[src/rtl/mips_multicycle_ctrl_if.sv]
// Control/datapath/memory bundle for the multi-cycle MIPS controller.
// The controller side is the master; the datapath/memory side is the slave.
interface mips_multicycle_ctrl_if;
    logic [5:0] opcode;
    logic       zero;
    logic       mem_ready;
    logic       mem_req;
    logic       mem_we;
    logic       iord;
    logic       ir_write;
    logic       pc_write;
    logic [1:0] pc_src;
    logic       alu_src_a;
    logic [1:0] alu_src_b;
    logic [1:0] alu_op;
    logic       reg_dst;
    logic       mem_to_reg;
    logic       reg_write;
    logic [3:0] state_o;
    logic       illegal_op;
    logic       bus_error;

    modport master (
        input  opcode, zero, mem_ready,
        output mem_req, mem_we, iord, ir_write, pc_write, pc_src, alu_src_a,
               alu_src_b, alu_op, reg_dst, mem_to_reg, reg_write, state_o,
               illegal_op, bus_error
    );

    modport slave (
        output opcode, zero, mem_ready,
        input  mem_req, mem_we, iord, ir_write, pc_write, pc_src, alu_src_a,
               alu_src_b, alu_op, reg_dst, mem_to_reg, reg_write, state_o,
               illegal_op, bus_error
    );
endinterface

[src/rtl/mips_multicycle_ctrl.sv]
// Multi-cycle MIPS main control FSM with a shared memory port and a
// watchdog that aborts memory accesses that never see mem_ready.
module mips_multicycle_ctrl #(
    parameter int TIMEOUT = 16,
    parameter int CNT_W   = 5
) (
    input  logic                  clk,
    input  logic                  reset,
    mips_multicycle_ctrl_if.master bus
);
    typedef enum logic [3:0] {
        IDLE   = 4'd0,  FETCH  = 4'd1,  DECODE = 4'd2,  MEMADR = 4'd3,
        MEMRD  = 4'd4,  MEMWB  = 4'd5,  MEMWR  = 4'd6,  EXEC   = 4'd7,
        ALUWB  = 4'd8,  BRANCH = 4'd9,  JUMP   = 4'd10, ADDIEX = 4'd11,
        ADDIWB = 4'd12
    } state_t;

    typedef struct packed {
        logic       mem_req;
        logic       mem_we;
        logic       iord;
        logic [1:0] pc_src;
        logic       alu_src_a;
        logic [1:0] alu_src_b;
        logic [1:0] alu_op;
        logic       reg_dst;
        logic       mem_to_reg;
        logic       reg_write;
    } ctl_t;

    localparam logic [5:0] OP_RTYPE = 6'b000000;
    localparam logic [5:0] OP_LW    = 6'b100011;
    localparam logic [5:0] OP_SW    = 6'b101011;
    localparam logic [5:0] OP_BEQ   = 6'b000100;
    localparam logic [5:0] OP_J     = 6'b000010;
    localparam logic [5:0] OP_ADDI  = 6'b001000;

    state_t           state, nxt;
    ctl_t             ctl;
    logic [CNT_W-1:0] cnt, cnt_nxt;
    logic             waiting, done, timeout, bad_op;

    // Per-state select/enable values; registered against the next state so
    // they are glitch-free and line up with the state they belong to.
    function automatic ctl_t state_ctl(state_t s);
        ctl_t c = '0;
        case (s)
            FETCH:          begin c.mem_req = 1'b1; c.alu_src_b = 2'b01; end
            DECODE:         c.alu_src_b = 2'b11;
            MEMADR, ADDIEX: begin c.alu_src_a = 1'b1; c.alu_src_b = 2'b10; end
            MEMRD:          begin c.mem_req = 1'b1; c.iord = 1'b1; end
            MEMWR:          begin c.mem_req = 1'b1; c.mem_we = 1'b1; c.iord = 1'b1; end
            MEMWB:          begin c.reg_write = 1'b1; c.mem_to_reg = 1'b1; end
            EXEC:           begin c.alu_src_a = 1'b1; c.alu_op = 2'b10; end
            ALUWB:          begin c.reg_write = 1'b1; c.reg_dst = 1'b1; end
            BRANCH:         begin c.alu_src_a = 1'b1; c.alu_op = 2'b01; c.pc_src = 2'b01; end
            JUMP:           c.pc_src = 2'b10;
            ADDIWB:         c.reg_write = 1'b1;
            default:        ;
        endcase
        return c;
    endfunction

    // Watchdog and handshake qualifiers key off the registered mem_req, so a
    // stray mem_ready outside an outstanding access has no effect.
    always_comb begin
        waiting = ctl.mem_req && !bus.mem_ready;
        done    = ctl.mem_req &&  bus.mem_ready;
        timeout = waiting && (cnt == CNT_W'(TIMEOUT - 1));
        bad_op  = 1'b0;
        nxt     = state;
        case (state)
            IDLE:   nxt = FETCH;
            FETCH:  if (done) nxt = DECODE;
            DECODE: begin
                case (bus.opcode)
                    OP_LW, OP_SW: nxt = MEMADR;
                    OP_RTYPE:     nxt = EXEC;
                    OP_BEQ:       nxt = BRANCH;
                    OP_J:         nxt = JUMP;
                    OP_ADDI:      nxt = ADDIEX;
                    default: begin
                        nxt    = FETCH;
                        bad_op = 1'b1;
                    end
                endcase
            end
            MEMADR: nxt = (bus.opcode == OP_SW) ? MEMWR : MEMRD;
            MEMRD:  if (done) nxt = MEMWB;
            MEMWR:  if (done) nxt = FETCH;
            EXEC:   nxt = ALUWB;
            ADDIEX: nxt = ADDIWB;
            MEMWB, ALUWB, BRANCH, JUMP, ADDIWB: nxt = FETCH;
            default: nxt = IDLE;
        endcase
        if (timeout) nxt = FETCH;
        cnt_nxt = (waiting && !timeout) ? cnt + 1'b1 : '0;
    end

    always_ff @(posedge clk or negedge reset) begin
        if (!reset) begin
            state <= IDLE;
            cnt   <= '0;
            ctl   <= '0;
        end else begin
            state <= nxt;
            cnt   <= cnt_nxt;
            ctl   <= state_ctl(nxt);
            // After an abort, FETCH spends one cycle with the request dropped.
            if (timeout) ctl.mem_req <= 1'b0;
        end
    end

    assign bus.mem_req    = ctl.mem_req;
    assign bus.mem_we     = ctl.mem_we;
    assign bus.iord       = ctl.iord;
    assign bus.pc_src     = ctl.pc_src;
    assign bus.alu_src_a  = ctl.alu_src_a;
    assign bus.alu_src_b  = ctl.alu_src_b;
    assign bus.alu_op     = ctl.alu_op;
    assign bus.reg_dst    = ctl.reg_dst;
    assign bus.mem_to_reg = ctl.mem_to_reg;
    assign bus.reg_write  = ctl.reg_write;
    assign bus.ir_write   = (state == FETCH) && done;
    assign bus.pc_write   = ((state == FETCH) && done) || (state == JUMP) ||
                            ((state == BRANCH) && bus.zero);
    assign bus.state_o    = state;
    assign bus.illegal_op = bad_op;
    assign bus.bus_error  = timeout;
endmodule

[src/flat_wrapper.sv]
// flat-port wrapper written by rule: the top's interface ports become plain ports
module mips_multicycle_ctrl_flat 
#(
    parameter int TIMEOUT = 16,
    parameter int CNT_W   = 5
)
  (clk, reset, bus_opcode, bus_zero, bus_mem_ready, bus_mem_req, bus_mem_we, bus_iord, bus_ir_write, bus_pc_write, bus_pc_src, bus_alu_src_a, bus_alu_src_b, bus_alu_op, bus_reg_dst, bus_mem_to_reg, bus_reg_write, bus_state_o, bus_illegal_op, bus_bus_error);
  mips_multicycle_ctrl_if bus_i ();
  input  logic clk;
  input  logic reset;
  input wire logic [$bits(bus_i.opcode)-1:0] bus_opcode;
  input wire logic [$bits(bus_i.zero)-1:0] bus_zero;
  input wire logic [$bits(bus_i.mem_ready)-1:0] bus_mem_ready;
  output wire logic [$bits(bus_i.mem_req)-1:0] bus_mem_req;
  output wire logic [$bits(bus_i.mem_we)-1:0] bus_mem_we;
  output wire logic [$bits(bus_i.iord)-1:0] bus_iord;
  output wire logic [$bits(bus_i.ir_write)-1:0] bus_ir_write;
  output wire logic [$bits(bus_i.pc_write)-1:0] bus_pc_write;
  output wire logic [$bits(bus_i.pc_src)-1:0] bus_pc_src;
  output wire logic [$bits(bus_i.alu_src_a)-1:0] bus_alu_src_a;
  output wire logic [$bits(bus_i.alu_src_b)-1:0] bus_alu_src_b;
  output wire logic [$bits(bus_i.alu_op)-1:0] bus_alu_op;
  output wire logic [$bits(bus_i.reg_dst)-1:0] bus_reg_dst;
  output wire logic [$bits(bus_i.mem_to_reg)-1:0] bus_mem_to_reg;
  output wire logic [$bits(bus_i.reg_write)-1:0] bus_reg_write;
  output wire logic [$bits(bus_i.state_o)-1:0] bus_state_o;
  output wire logic [$bits(bus_i.illegal_op)-1:0] bus_illegal_op;
  output wire logic [$bits(bus_i.bus_error)-1:0] bus_bus_error;
  assign bus_i.opcode = bus_opcode;
  assign bus_i.zero = bus_zero;
  assign bus_i.mem_ready = bus_mem_ready;
  assign bus_mem_req = bus_i.mem_req;
  assign bus_mem_we = bus_i.mem_we;
  assign bus_iord = bus_i.iord;
  assign bus_ir_write = bus_i.ir_write;
  assign bus_pc_write = bus_i.pc_write;
  assign bus_pc_src = bus_i.pc_src;
  assign bus_alu_src_a = bus_i.alu_src_a;
  assign bus_alu_src_b = bus_i.alu_src_b;
  assign bus_alu_op = bus_i.alu_op;
  assign bus_reg_dst = bus_i.reg_dst;
  assign bus_mem_to_reg = bus_i.mem_to_reg;
  assign bus_reg_write = bus_i.reg_write;
  assign bus_state_o = bus_i.state_o;
  assign bus_illegal_op = bus_i.illegal_op;
  assign bus_bus_error = bus_i.bus_error;
  mips_multicycle_ctrl #(.TIMEOUT(TIMEOUT), .CNT_W(CNT_W)) u_core (.clk(clk), .reset(reset), .bus(bus_i));
endmodule
[config.mk]
export PLATFORM = sky130hd
export DESIGN_NAME = mips_multicycle_ctrl_flat
export DESIGN_NICKNAME = d
export VERILOG_FILES = /design/src/rtl/mips_multicycle_ctrl_if.sv /design/src/rtl/mips_multicycle_ctrl.sv /design/src/flat_wrapper.sv
export SDC_FILE = /design/constraint.sdc
export NUM_CORES = 1
export LEC_CHECK = 0
export CAP_MARGIN = 20
export CORE_ASPECT_RATIO = 1.25
export CORE_UTILIZATION = 48
export CTS_CLUSTER_SIZE = 10
export DETAILED_ROUTE_END_ITERATION = 10
export PLACE_DENSITY = 0.76
export RECOVER_POWER = 50
export SETUP_SLACK_MARGIN = 0.3
export SYNTH_ARGS = -nofsm -noshare
export SYNTH_HDL_FRONTEND = slang
export SYNTH_SLANG_ARGS = --single-unit
[constraint.sdc]
create_clock -name clk -period 2.55 [get_ports clk]
set_input_delay 0.3825 -clock clk [delete_from_list [all_inputs] [get_ports clk]]
set_output_delay 0.3825 -clock clk [all_outputs]
set_load 0.01 [all_outputs]
==> results.md <==
### GRT
• **met1 track demand over resource** 0.296
• **GR Util met2** 0.341
• **largest net degree at the start of global routing** 22
• **global-route wire length before repair** 4200 um
• **met3 Track Usage GR** 0.0280
• **aggregate global-route resource usage** 0.210
• **antenna violations before repair** 0
• **number of global-route vias before repair** 949
• **busiest grt layer** met2
• **global-route congestion overflow total** 0

### Cells and area
• **layout overhead on the synthesized area** 44.0%
• **fraction of layout instances using a drive strength above 1** 0.271
• **Largest register FFs** 5
• **final layout net count** 183
• **Fill cells** 164
• **ant diodes** 0
• **Reg with most FFs** u_core.cnt
• **Core Util, Final** 0.755

### STA
• **max frequency** 431 MHz
• **minimum clock period** 2320 ps
• **number of setup violations in the final report** 0
• **count of final max-slew check failures** 0
• **Final Hold Vio Count** 0
• **worst rel slew slack** 0.278
• **setup repair after global routing missed its margin** true
• **skew final** 9.44 ps
• **Worst Max-Slew Pin Slew** 1080 ps
• **share of the cycle needed by the critical path after routing** 0.911
• **summed negative setup slack over all endpoints** 0 ps

### Flow run
• **Max Cap Viol** 0

### Die
• **Die Ht** 57.8 um
• **row count** 19
• **Top-Level Pins** 31
• **die width** 46.7 um
• **core box area** 2280 sq um
• **Starting Density** 0.524
• **die area** 2700 sq um

### Synth
• **number of flops mapped to enable cells by yosys** 0
• **cell type with the highest aggregate area in the netlist** sky130_fd_sc_hd__dfrtp_1
• **net count after synthesis** 130
• **share of the synthesized area in the top cell type** 0.439
• **count of cell types in the netlist** 46
• **Async S/R FF share, synth** 1.00
• **average size of a mapped cell** 10.1 sq um
• **number of storage elements in the synthesis netlist** 21
• **Warnings, synthesis** 0
• **fraction of the yosys area taken by sequential cells** 0.439
• **dominant cells by area after synthesis** sky130_fd_sc_hd__dfrtp_1 (44%), sky130_fd_sc_hd__nor2_1 (5.6%), sky130_fd_sc_hd__o221ai_4 (2.2%)
• **number of standard cells after synthesis** 118
• **dominant register cell in the synthesized netlist** sky130_fd_sc_hd__dfrtp_1
• **Syn Std Cell Area** 1200 sq um

### Routing
• **wire length after detailed routing** 2890 um
• **post-DR wirelength/cell** 14.4 um
• **detail-routed via count per cell** 5.54
• **post-route antenna net violation count** 0
• **number of DRC markers in iteration 0** 28
• **via count** 1113
• **post-route DRC violation count** 0
• **DRT Pass-1 Iters** 4

### Power and ir drop
• **peak supply drop** 0.797 mV
• **power density normalized to cell area** 931 nW/um^2
• **Lkg Pwr** 0.793 nW

### Hold path
• **HP Class** reg -> reg
• **launch point of the worst hold path** u_core.cnt[0]$_DFF_PN0_

### Outcome
• **status** finished clean

### Setup path
• **reg2reg start** u_core.bus.state_o[3]$_DFF_PN0_
• **highest fanout seen on the critical path** 12
• **source of the critical timing path** u_core.bus.state_o[3]$_DFF_PN0_
• **Worst Setup Start Kind** flip-flop
• **data arrival time at the worst-slack endpoint** 1940 ps
• **worst endpoint required time** 2170 ps
• **category of the worst setup path capture point** output port
• **worst setup path category** reg -> out

### Place
• **detailed placement HPWL** 1930 um
• **placer's final routability congestion estimate** 0.837
• **number of buffers inserted by port buffering** 30

### Clocking
• **clock transition time at the flip-flop clock pins of the worst setup and hold paths** 130 ps
• **largest buffer count on any clock path** 2
• **# hold bufs at CTS** 0
• **clock tree root driver cell** sky130_fd_sc_hd__clkbuf_4
• **clock buffers created by TritonCTS** 3
• **clock tree from TritonCTS** yes
• **Worst-Skew Late Latency** 300 ps
• **CTS HTree Levels** 1
• **total number of clock tree sinks** 21

layer usage:
layer  vias up  share of wire
met5         -              0
met4         0         0.0086
met2        31           0.53
met3         4          0.044
li1        531              -
met1       547           0.41
report_power, final:
group          switching, mW  internal (mW)
logic                  0.407          0.530
clock network          0.102         0.0584
registers             0.0970          0.408
total                  0.606          0.997
path summary, 6_finish.rpt:
path	cells past startpoint	slack [ps]	endpoint
hold reg to reg	2	540	u_core.cnt[0]$_DFF_PN0_
min in group asynchronous	2	780	u_core.bus.state_o[3]$_DFF_PN0_
setup reg to reg	7	290	u_core.bus.alu_op[1]$_DFF_PN0_
max in group asynchronous	2	1060	u_core.bus.state_o[1]$_DFF_PN0_
hold / removal	2	540	u_core.cnt[0]$_DFF_PN0_
setup / recovery	3	230	bus_ir_write
Yosys cell counts (3+ instances only):
| master | count |
|---|---|
| sky130_fd_sc_hd__dfrtp_1 | 21 |
| sky130_fd_sc_hd__nor2_1 | 18 |
| sky130_fd_sc_hd__buf_2 | 5 |
| sky130_fd_sc_hd__inv_1 | 5 |
| sky130_fd_sc_hd__nand2_1 | 5 |
| sky130_fd_sc_hd__a21oi_1 | 4 |
| sky130_fd_sc_hd__nand3_1 | 4 |
| sky130_fd_sc_hd__and3_1 | 3 |
| sky130_fd_sc_hd__nand2b_1 | 3 |
| sky130_fd_sc_hd__nand3b_1 | 3 |
| sky130_fd_sc_hd__nand4b_1 | 3 |
worst max-delay path: stages (launching register included):
cell	delay, ps
sky130_fd_sc_hd__dfrtp_1	530
sky130_fd_sc_hd__nor4_2	380
sky130_fd_sc_hd__buf_4	190
sky130_fd_sc_hd__clkdlybuf4s50_1	530
cell type report:
class	count	area (sq um)	area share
multi-input cells	85	636	0.369
clock buffers	3	22.5	0.0131
repair buffers	54	468	0.272
well taps	31	38.8	0.0225
inverters	6	22.5	0.0131
clock inverters	1	5.00	0.00290
flip-flops and latches	21	531	0.308
placed cells by master, fill, tap and decap left out, drive strengths merged, types with 3 or more instances in the layout:
cell type / synthesis / routed
buf: 6 / 22
dfrtp: 21 / 21
nor2: 18 / 18
clkdlybuf4s50: 0 / 15
dlygate4sd3: 0 / 8
dlygate4sd2: 0 / 6
inv: 6 / 6
nand2: 6 / 6
a21oi: 6 / 6
clkbuf: 0 / 5
nand3: 4 / 4
nand3b: 3 / 3
nand2b: 3 / 3
nand4b: 3 / 3
and3: 3 / 3
o21ai: 3 / 3
nor4: 3 / 3
per-stage QoR:
step	setup slack, ps	instances	instance area, sq um	power [mW]	hold slack, ps
final	228	201	1720	1.60	537
after global routing	198	201	1720	1.71	553
after floorplan	584	118	1200	0.963	86.9
after detailed placement	110	178	1540	1.23	456
after global placement	91.5	178	1540	1.21	447
after CTS	209	185	1600	1.45	415
repair_timing:
item	4_1_cts	5_1_grt
pin swaps	1	2
endpoints found under the hold margin	0	0
resized for setup	12	5
endpoints found under the setup margin	9	9
setup buffers	3	16
cell families (layout without fill, tap and decap cells):
| group | count (synthesis) | in the layout | share of synthesized area |
|---|---|---|---|
| AOI/OAI and AO/OA | 22 | 22 | 0.151 |
| and+or+nand+nor | 57 | 57 | 0.314 |
| DFF | 21 | 21 | 0.439 |
| adders and majority gates | 2 | 2 | 0.0209 |
| xor gates and xnor gates | 4 | 4 | 0.0293 |
| buffers and inverters | 12 | 64 | 0.0460 |
Power figures use the tool's default switching activity.
